[src/rtl/x_edge_decoder.sv]
// x_edge_decoder: finds the propagating edge in each 32-bit delay-line tap
// snapshot and reports min/max/average edge position per window of 2^WIN_LOG2
// counted samples on a valid/ready output with sticky overflow.
// Optional bubble detection is built when X_EDGE_DECODER_BUBBLE_EN is defined.
module x_edge_decoder #(
    parameter int unsigned WIN_LOG2 = 4
) (
    input  logic        i_clk,
    input  logic        i_rst,
    input  logic        i_en,
    input  logic [31:0] i_data,
    input  logic        i_ready,
    input  logic        i_clr,
    output logic        o_valid,
    output logic [4:0]  o_min,
    output logic [4:0]  o_max,
    output logic [4:0]  o_avg,
    output logic        o_ovf,
    output logic        o_bub
);

    localparam int unsigned CntW = WIN_LOG2 + 1;
    localparam int unsigned SumW = 5 + WIN_LOG2;
    localparam logic [CntW-1:0] LastCnt = CntW'((1 << WIN_LOG2) - 1);

    // Sample stage
    logic [31:0]     data_q;
    logic            en_q;
    // Stage 1
    logic [4:0]      pos_q;
    logic            v1_q;
    // Stage 2 accumulators
    logic [CntW-1:0] cnt_q, cnt_d;
    logic [4:0]      min_q, min_d;
    logic [4:0]      max_q, max_d;
    logic [SumW-1:0] sum_q, sum_d;
    // Result registers
    logic            valid_q, valid_d;
    logic [4:0]      rmin_q, rmin_d;
    logic [4:0]      rmax_q, rmax_d;
    logic [4:0]      ravg_q, ravg_d;
    logic            ovf_q, ovf_d;

    logic [30:0]     brk;
    logic [4:0]      pos_c;
    logic [4:0]      min_m, max_m;
    logic [SumW-1:0] sum_m;
    logic            done;

    // A break is where two adjacent taps agree; independent of launch polarity.
    assign brk = ~(data_q[30:0] ^ data_q[31:1]);

    // Priority-encode the lowest break; 31 when the chain never breaks.
    always_comb begin
        pos_c = 5'd31;
        for (int k = 30; k >= 0; k--) begin
            if (brk[k]) pos_c = 5'(k);
        end
    end

    // Merge the stage-1 position into the running accumulators.
    always_comb begin
        min_m = (pos_q < min_q) ? pos_q : min_q;
        max_m = (pos_q > max_q) ? pos_q : max_q;
        sum_m = sum_q + SumW'(pos_q);
        done  = v1_q && (cnt_q == LastCnt);
    end

`ifdef X_EDGE_DECODER_BUBBLE_EN
    logic bub1_q;
    logic wbub_q, wbub_d;
    logic rbub_q, rbub_d;
    logic bub_m;

    assign bub_m = wbub_q | bub1_q;

    // Bubble flag: more than one break in a single snapshot.
    always_ff @(posedge i_clk) begin
        if (i_rst) begin
            bub1_q <= 1'b0;
            wbub_q <= 1'b0;
            rbub_q <= 1'b0;
        end else begin
            bub1_q <= ($countones(brk) > 1);
            wbub_q <= wbub_d;
            rbub_q <= rbub_d;
        end
    end

    // Window bubble accumulates with the counted samples; loads with the result.
    always_comb begin
        wbub_d = wbub_q;
        rbub_d = rbub_q;
        if (v1_q) wbub_d = done ? 1'b0 : bub_m;
        if (done && (!valid_q || i_ready)) rbub_d = bub_m;
    end

    assign o_bub = rbub_q;
`else
    assign o_bub = 1'b0;
`endif

    // Next-state for accumulators, result registers and overflow.
    always_comb begin
        cnt_d   = cnt_q;
        min_d   = min_q;
        max_d   = max_q;
        sum_d   = sum_q;
        valid_d = valid_q;
        rmin_d  = rmin_q;
        rmax_d  = rmax_q;
        ravg_d  = ravg_q;
        ovf_d   = ovf_q;

        if (valid_q && i_ready) valid_d = 1'b0;
        if (i_clr) ovf_d = 1'b0;

        if (v1_q) begin
            if (done) begin
                cnt_d = '0;
                min_d = 5'd31;
                max_d = 5'd0;
                sum_d = '0;
                if (!valid_q || i_ready) begin
                    valid_d = 1'b1;
                    rmin_d  = min_m;
                    rmax_d  = max_m;
                    ravg_d  = 5'(sum_m >> WIN_LOG2);
                end else begin
                    // Held result is unaccepted; drop the new one. Set beats clear.
                    ovf_d = 1'b1;
                end
            end else begin
                cnt_d = cnt_q + 1'b1;
                min_d = min_m;
                max_d = max_m;
                sum_d = sum_m;
            end
        end
    end

    // All pipeline and result state with synchronous reset.
    always_ff @(posedge i_clk) begin
        if (i_rst) begin
            data_q  <= '0;
            en_q    <= 1'b0;
            pos_q   <= 5'd0;
            v1_q    <= 1'b0;
            cnt_q   <= '0;
            min_q   <= 5'd31;
            max_q   <= 5'd0;
            sum_q   <= '0;
            valid_q <= 1'b0;
            rmin_q  <= 5'd0;
            rmax_q  <= 5'd0;
            ravg_q  <= 5'd0;
            ovf_q   <= 1'b0;
        end else begin
            data_q  <= i_data;
            en_q    <= i_en;
            pos_q   <= pos_c;
            v1_q    <= en_q;
            cnt_q   <= cnt_d;
            min_q   <= min_d;
            max_q   <= max_d;
            sum_q   <= sum_d;
            valid_q <= valid_d;
            rmin_q  <= rmin_d;
            rmax_q  <= rmax_d;
            ravg_q  <= ravg_d;
            ovf_q   <= ovf_d;
        end
    end

    assign o_valid = valid_q;
    assign o_min   = rmin_q;
    assign o_max   = rmax_q;
    assign o_avg   = ravg_q;
    assign o_ovf   = ovf_q;

endmodule

[config.mk]
export PLATFORM = sky130hd
export DESIGN_NAME = x_edge_decoder
export DESIGN_NICKNAME = d
export VERILOG_FILES = /design/src/rtl/x_edge_decoder.sv
export SDC_FILE = /design/constraint.sdc
export NUM_CORES = 1
export LEC_CHECK = 0
export ABC_AREA = 1
export CAP_MARGIN = 25
export CELL_PAD_IN_SITES_DETAIL_PLACEMENT = 1
export CELL_PAD_IN_SITES_GLOBAL_PLACEMENT = 1
export CORE_ASPECT_RATIO = 2
export CORE_UTILIZATION = 35
export CTS_BUF_LIST = sky130_fd_sc_hd__clkbuf_2 sky130_fd_sc_hd__clkbuf_4 sky130_fd_sc_hd__clkbuf_8
export DETAILED_ROUTE_END_ITERATION = 12
export GPL_TIMING_DRIVEN = 1
export MAX_ROUTING_LAYER = met4
export PLACE_DENSITY_LB_ADDON = 0.1
export SYNTH_ARGS = -nofsm -noshare
export SYNTH_HDL_FRONTEND = slang
export SYNTH_SLANG_ARGS = --single-unit
[constraint.sdc]
create_clock -name i_clk -period 4.3 [get_ports i_clk]
set_clock_uncertainty 0.1 [all_clocks]
set_input_delay 0.43 -clock i_clk [delete_from_list [all_inputs] [get_ports i_clk]]
set_output_delay 0.43 -clock i_clk [all_outputs]
set_load 0.05 [all_outputs]
==> results.py, run 1 <==
metrics = {
    "routing": {
        "ant_nets": 0,
        "first_pass_iters": 4,
        "routed_via_density": 4.63,
        "drc": 0,
        "wl_per_cell_um": 12.3,
        "vias": 3312,
        "wl_mm": 8.82,
        "initialDrtViolationCount": 99,
    },
    "synth": {
        "synth_top_area_share_pct": 41.5,
        "async_reset_ff_share_pct": 0,
        "synth-main-ff-cell": "dfxtp_1",
        "synth_area_per_cell_um2": 7.40,
        "ys_top_cells_by_count": "inv_1 (104), nand2_1 (93), dfxtp_1 (80)",
        "synth_fa_ha_area_share_pct": 5.38,
        "syn_area_um2": 3860,
        "yosys.area.top_type": "dfxtp_1",
        "synth_top_family_by_area": "simple AND/OR/NAND/NOR gates",
        "synth_nets": 575,
        "netlist_instances": 522,
        "yosys-top-cells-area": "dfxtp_1 (41%), inv_1 (10%), nand2_1 (9.0%), nor2_1 (6.1%), xnor2_1 (6.1%)",
        "yosysMostFrequentCell": "inv_1",
        "synth-edff-count": 0,
        "yosys.cell_types.count": 33,
        "synthXorXnorAreaFrac_pct": 7.45,
        "ys_seq_area_share_pct": 41.5,
        "synth-simple-area-share_pct": 18.4,
        "ys_seq_elements": 80,
        "synth_compound_area_share_pct": 13.3,
        "ys_warn_count": 0,
        "synth_mux_area_share_pct": 0,
    },
    "critical_path": {
        "cp_cell_sequence": "inv_2, nor4_1, nand2_1, nor2_2, inv_2, o21bai_1, inv_1",
        "setup.worst_path.start_class": "flip-flop",
        "path_max_fanout": 18,
        "max_stage_delay_ns": 0.60,
        "cp.required_ns": 4.46,
        "cp_num_buf_inv": 3,
        "crit_type": "flip-flop to flip-flop",
        "cpMostUsedCell": "inv_2",
        "critPathTopFamily": "simple AND/OR/NAND/NOR gates",
        "cp-end-kind": "flip-flop",
        "cp_slowest_cell": "dfxtp_1",
        "worstPathArrival_ns": 2.91,
    },
    "grt": {
        "grt_use_met3_pct": 2.97,
        "top_usage_layer": "met2",
        "grt_pass1_vias": 3454,
        "grt_util_met1_pct": 14.9,
        "grt_max_degree": 30,
        "gr-total-overflow": 0,
        "grt_use_met2_pct": 35.1,
        "antenna_found_initial": 0,
        "grt_pass1_wl_mm": 15.1,
        "track_usage_pct": 17.5,
    },
    "power": {
        "irDropWorstVdd_mv": 0.160,
        "swShare_pct": 24.3,
        "clockPowerShare_pct": 40.0,
        "power.share.combinational_pct": 10.7,
        "switching_power_mw": 0.385,
        "p_int_mw": 1.20,
        "p_leak_nw": 2.22,
        "pwr-share-seq_pct": 49.3,
        "power_density_nw_per_um2": 334,
    },
    "clock_tree": {
        "clockBufferDepth": 2,
        "root_buffer": "clkbuf_8",
        "cts.clk_slew.worst_paths_ns": 0.08,
        "insertion_delay_ns": 0.37,
        "tritoncts": "yes",
        "h-tree-depth": 3,
        "clock_sinks": 80,
        "numCtsBuffers": 9,
        "ctsResizeCount": 0,
        "hold_buffers": 0,
        "cts_setup_buffers": 0,
    },
    "floorplanning": {
        "rows": 53,
        "die_h_um": 151,
        "coreArea_um2": 10600,
        "initial_core_util_pct": 36.4,
        "dieArea_um2": 11500,
        "die_width_um": 76.3,
        "num_io_pins": 55,
    },
    "finish": {
        "antenna_cells": 0,
        "postLayoutCoreUtil_pct": 44.7,
        "syn_to_final_growth_pct": 22.8,
        "final_area_um2": 4740,
        "nets": 627,
        "drive_gt1_share_pct": 5.35,
    },
    "timing": {
        "period_needed_ns": 2.75,
        "finalHoldViolCount": 0,
        "max_freq_mhz": 364,
        "fin_ws_ns": 1.55,
        "slew_headroom_pct": 53.9,
        "slew_violations": 0,
        "setup_tns_ns": 0,
        "worst_slew_pin_slew_ns": 0.691,
        "final-setup-viol-count": 0,
        "rsz0062_at_grt": "no",
        "period_share_pct": 63.9,
    },
    "hold_path": {
        "hp-class": "flip-flop to flip-flop",
    },
    "placed_design": {
        "place_ws_ns": 1.52,
        "port_buffers": 53,
        "dpl.hpwl_mm": 6.98,
        "gp_congestion": 0.795,
        "placed_cell_area_um2": 4510,
    },
    "run_status": {
        "outcome": "complete, no violations",
    },
    "flow_run": {
        "drv_cap": 0,
    },
}
## area by class of cell
type / count / area (um2)
tap: 137 / 171
clock buffer: 11 / 145
fill: 1326 / 5870
clock inverter: 5 / 80.1
timing repair buffer: 55 / 541
sequential: 80 / 1600
inverter: 113 / 479
multi-input combinational: 315 / 1720
## metal layers
metal  wire length, um  share of wire, %
met5                 0                 0
met4               285               3.2
met3               204               2.3
met2              5220                59
met1              3110                35
## cell families (layout without fill, tap and decap cells)
family	Yosys count	in the layout
buffers and inverters	127	184
adder cells (fa/ha/maj)	16	16
AO/OA/AOI/OAI	87	87
flip-flops	80	80
XOR/XNOR	32	32
AND/OR/NAND/NOR	179	179
other	1	1
## cell usage in the layout (no fill, tap or decap), drive strengths merged, types with 10 or more instances in the layout
cell,netlist,layout
a21oi,27,27
nand3,10,10
dfxtp,80,80
nand2,93,93
clkbuf,8,11
ha,15,15
nor2,64,64
o21ai,32,32
clkdlybuf4s50,0,52
inv,109,109
o21bai,11,11
xnor2,27,27
## registers in the layout (all words and copies together), names as in the netlist
| name | count |
|---|---|
| min_q | 5 |
| o_avg | 5 |
| en_q | 1 |
| v1_q | 1 |
| sum_q | 9 |
| max_q | 5 |
| o_min | 5 |
| data_q | 32 |
| o_ovf | 1 |
| o_valid | 1 |
| cnt_q | 5 |
| pos_q | 5 |
| o_max | 5 |
## worst reg2reg max path: cells and delay by family (launching register included)
kind / cells / cell delay [ns]
flip-flops: 1 / 0.60
buffers and inverters: 3 / 0.60
AND/OR/NAND/NOR: 3 / 1.15
AO/OA/AOI/OAI: 1 / 0.21
## power groups by stage
stage	Sequential (mW)	Combinational, mW	Clock [mW]
2_1_floorplan	0.794	0.117	0
3_3_place_gp	0.798	0.166	0
3_5_place_dp	0.799	0.173	0
4_1_cts	0.781	0.174	0.658
5_1_grt	0.784	0.194	0.691
6_report	0.781	0.170	0.633
## stage by stage
stage / power (mW) / hold slack, ns / instances
2_1_floorplan: 0.911 / 0.288 / 522
3_3_place_gp: 0.964 / 0.293 / 699
3_5_place_dp: 0.972 / 0.308 / 699
4_1_cts: 1.61 / 0.322 / 715
5_1_grt: 1.67 / 0.326 / 716
6_report: 1.58 / 0.317 / 716
## path summary, 6_finish.rpt
| check | endpoint | startpoint | cells past startpoint | slack [ns] |
|---|---|---|---|---|
| max | o_max[2]$_SDFFE_PP0P_ | v1_q$_SDFF_PP0_ | 7 | 1.55 |
| min | v1_q$_SDFF_PP0_ | en_q$_SDFF_PP0_ | 2 | 0.32 |
| max reg2reg | o_max[2]$_SDFFE_PP0P_ | v1_q$_SDFF_PP0_ | 7 | 1.55 |
| min reg2reg | v1_q$_SDFF_PP0_ | en_q$_SDFF_PP0_ | 2 | 0.32 |
Power figures use the tool's default switching activity.
==> run 2: changes to the inputs <==
clock period = 2.35 ns   (was 4.3 ns; I/O delays follow)
==> results.py, run 2 (synthesis results as in run 1) <==
metrics = {
    "run_status": {
        "outcome": "finished, violations left",
        "violations": "negative setup slack",
    },
    "timing": {
        "finalHoldViolCount": 0,
        "slew_headroom_pct": 56.5,
        "final-setup-viol-count": 1,
        "period_needed_ns": 2.36,
        "holdWs_ns": 0.193,
        "worst_slew_pin_slew_ns": 0.652,
        "fin_ws_ns": -0.00760,
        "slew_violations": 0,
        "rsz0062_at_grt": "yes",
        "max_freq_mhz": 424,
        "period_share_pct": 100,
    },
    "routing": {
        "vias": 3355,
        "wl_mm": 9.02,
        "ant_nets": 0,
        "wl_per_cell_um": 12.4,
        "drc": 0,
        "first_pass_iters": 4,
        "initialDrtViolationCount": 99,
        "routed_via_density": 4.61,
    },
    "finish": {
        "antenna_cells": 0,
        "largest_register_ffs": 32,
        "reg.largest.list": "data_q (32), sum_q (9)",
        "postLayoutCoreUtil_pct": 45.8,
        "fin_cells": 727,
        "syn_to_final_growth_pct": 25.9,
        "layout_commonest_cell": "inv_1",
        "nets": 638,
        "final_cell_mix": "inv_1 (104), nand2_1 (90), dfxtp_1 (77)",
        "drive_gt1_share_pct": 9.32,
        "top_register": "data_q",
    },
    "placed_design": {
        "dpl.hpwl_mm": 7.06,
        "dp_cells": 709,
        "port_buffers": 53,
        "gp_congestion": 0.793,
        "place_ws_ns": -0.00586,
    },
    "floorplanning": {
        "coreArea_um2": 10600,
        "initial_core_util_pct": 36.4,
        "die_width_um": 76.3,
        "dieArea_um2": 11500,
        "die_h_um": 151,
        "rows": 53,
        "num_io_pins": 55,
    },
    "hold_path": {
        "hp-class": "input port to flip-flop",
    },
    "power": {
        "p_int_mw": 2.13,
        "irDropWorstVdd_mv": 0.246,
        "p_leak_nw": 2.30,
        "power_density_nw_per_um2": 582,
        "total_power_mw": 2.83,
        "switching_power_mw": 0.696,
        "clockPowerShare_pct": 38.0,
        "power.share.combinational_pct": 11.5,
        "swShare_pct": 24.6,
        "pwr-share-seq_pct": 50.4,
    },
    "critical_path": {
        "reg2reg_depth": 12,
        "setup.worst_path.start_class": "flip-flop",
        "path_max_fanout": 2,
        "r2r_start": "pos_q[0]$_SDFF_PP0_",
        "r2r_end": "o_avg[4]$_SDFFE_PP0P_",
        "startpoint": "pos_q[0]$_SDFF_PP0_",
        "crit_type": "flip-flop to flip-flop",
        "cp-end-kind": "flip-flop",
        "worstPathArrival_ns": 2.51,
        "cp.required_ns": 2.51,
        "r2r_slack_ns": -0.008,
        "critical_path.endpoint": "o_avg[4]$_SDFFE_PP0P_",
    },
    "clock_tree": {
        "h-tree-depth": 3,
        "numCtsBuffers": 9,
        "insertion_delay_ns": 0.36,
        "clockBufferDepth": 2,
        "clock_sinks": 80,
        "tritoncts": "yes",
        "root_buffer": "clkbuf_8",
        "cts.clk_slew.worst_paths_ns": 0.08,
    },
    "grt": {
        "grt_pass1_vias": 3511,
        "antenna_found_initial": 0,
        "grt_max_degree": 31,
        "track_usage_pct": 17.7,
        "gr-total-overflow": 0,
        "grt_pass1_wl_mm": 15.3,
    },
    "flow_run": {
        "drv_cap": 0,
    },
}
-- run 2: final cells by class --
cell class                      instances  area (um2)
Clock buffer                           13         166
Fill cell                            1346        5750
Tap cell                              137         171
Timing Repair Buffer                   66         623
Inverter                              113         482
Clock inverter                          3        40.0
Sequential cell                        80        1610
Multi-Input combinational cell        315        1770
-- run 2: per-layer routing --
| layer | wire length, um | up-vias | part of all wire [%] | global-route usage (%) |
|---|---|---|---|---|
| li1 | - | 1714 | - | - |
| met1 | 3120 | 1583 | 35 | 14.4 |
| met2 | 5490 | 46 | 61 | 36.8 |
| met3 | 181 | 12 | 2.0 | 2.36 |
| met4 | 224 | 0 | 2.5 | 9.62 |
| met5 | 0 | - | 0 | - |
-- run 2: worst min-delay path by stage --
| stage | cells after the start | to | slack [ns] | start |
|---|---|---|---|---|
| global placement | 2 | v1_q$_SDFF_PP0_ | 0.32 | en_q$_SDFF_PP0_ |
| global route | 5 | pos_q[0]$_SDFF_PP0_ | 0.25 | i_rst |
| CTS | 5 | pos_q[0]$_SDFF_PP0_ | 0.20 | i_rst |
| finish | 5 | pos_q[0]$_SDFF_PP0_ | 0.19 | i_rst |
| detailed placement | 2 | v1_q$_SDFF_PP0_ | 0.32 | en_q$_SDFF_PP0_ |
| floorplan | 2 | data_q[0]$_SDFF_PP0_ | 0.24 | i_data[0] |
-- run 2: power groups by stage --
stage	Clock (mW)	Combinational [mW]	Sequential, mW
2_1_floorplan	0	0.214	1.45
3_3_place_gp	0	0.318	1.46
6_report	1.08	0.326	1.43
4_1_cts	1.11	0.331	1.43
3_5_place_dp	0	0.328	1.46
5_1_grt	1.17	0.370	1.43
-- run 2: repair_timing --
| item | CTS | global route |
|---|---|---|
| pin swaps | 0 | 2 |
| endpoints found under the setup margin | 2 | 15 |
| hold buffers | 0 | 0 |
| setup buffers | 0 | 2 |
| resized for setup | 1 | 14 |
-- run 2: critical path, cell delays in order, from the launching register on --
cell and delay (ns):
dfxtp_1 0.34, ha_1 0.18, inv_1 0.06, fa_1 0.39
nor2_2 0.14, nor2_1 0.05, o21bai_1 0.19, nand2_1 0.10
a21boi_2 0.24, nand3_2 0.13, xnor2_2 0.16, o21bai_1 0.13
inv_1 0.05
-- run 2: stage by stage --
| step | TNS (ns) | area (um2) |
|---|---|---|
| final | -0.00760 | 4860 |
| after global routing | -0.615 | 4860 |
| after CTS | 0 | 4790 |
| after detailed placement | -0.00586 | 4580 |
| after global placement | 0 | 4580 |
| after floorplan | 0 | 3860 |
==> run 3: changes to the inputs <==
HOLD_SLACK_MARGIN = 0.12   (was unset)
==> results of run 3 <==
Same layout as run 2: the final DEF is identical, and so are final timing and power.
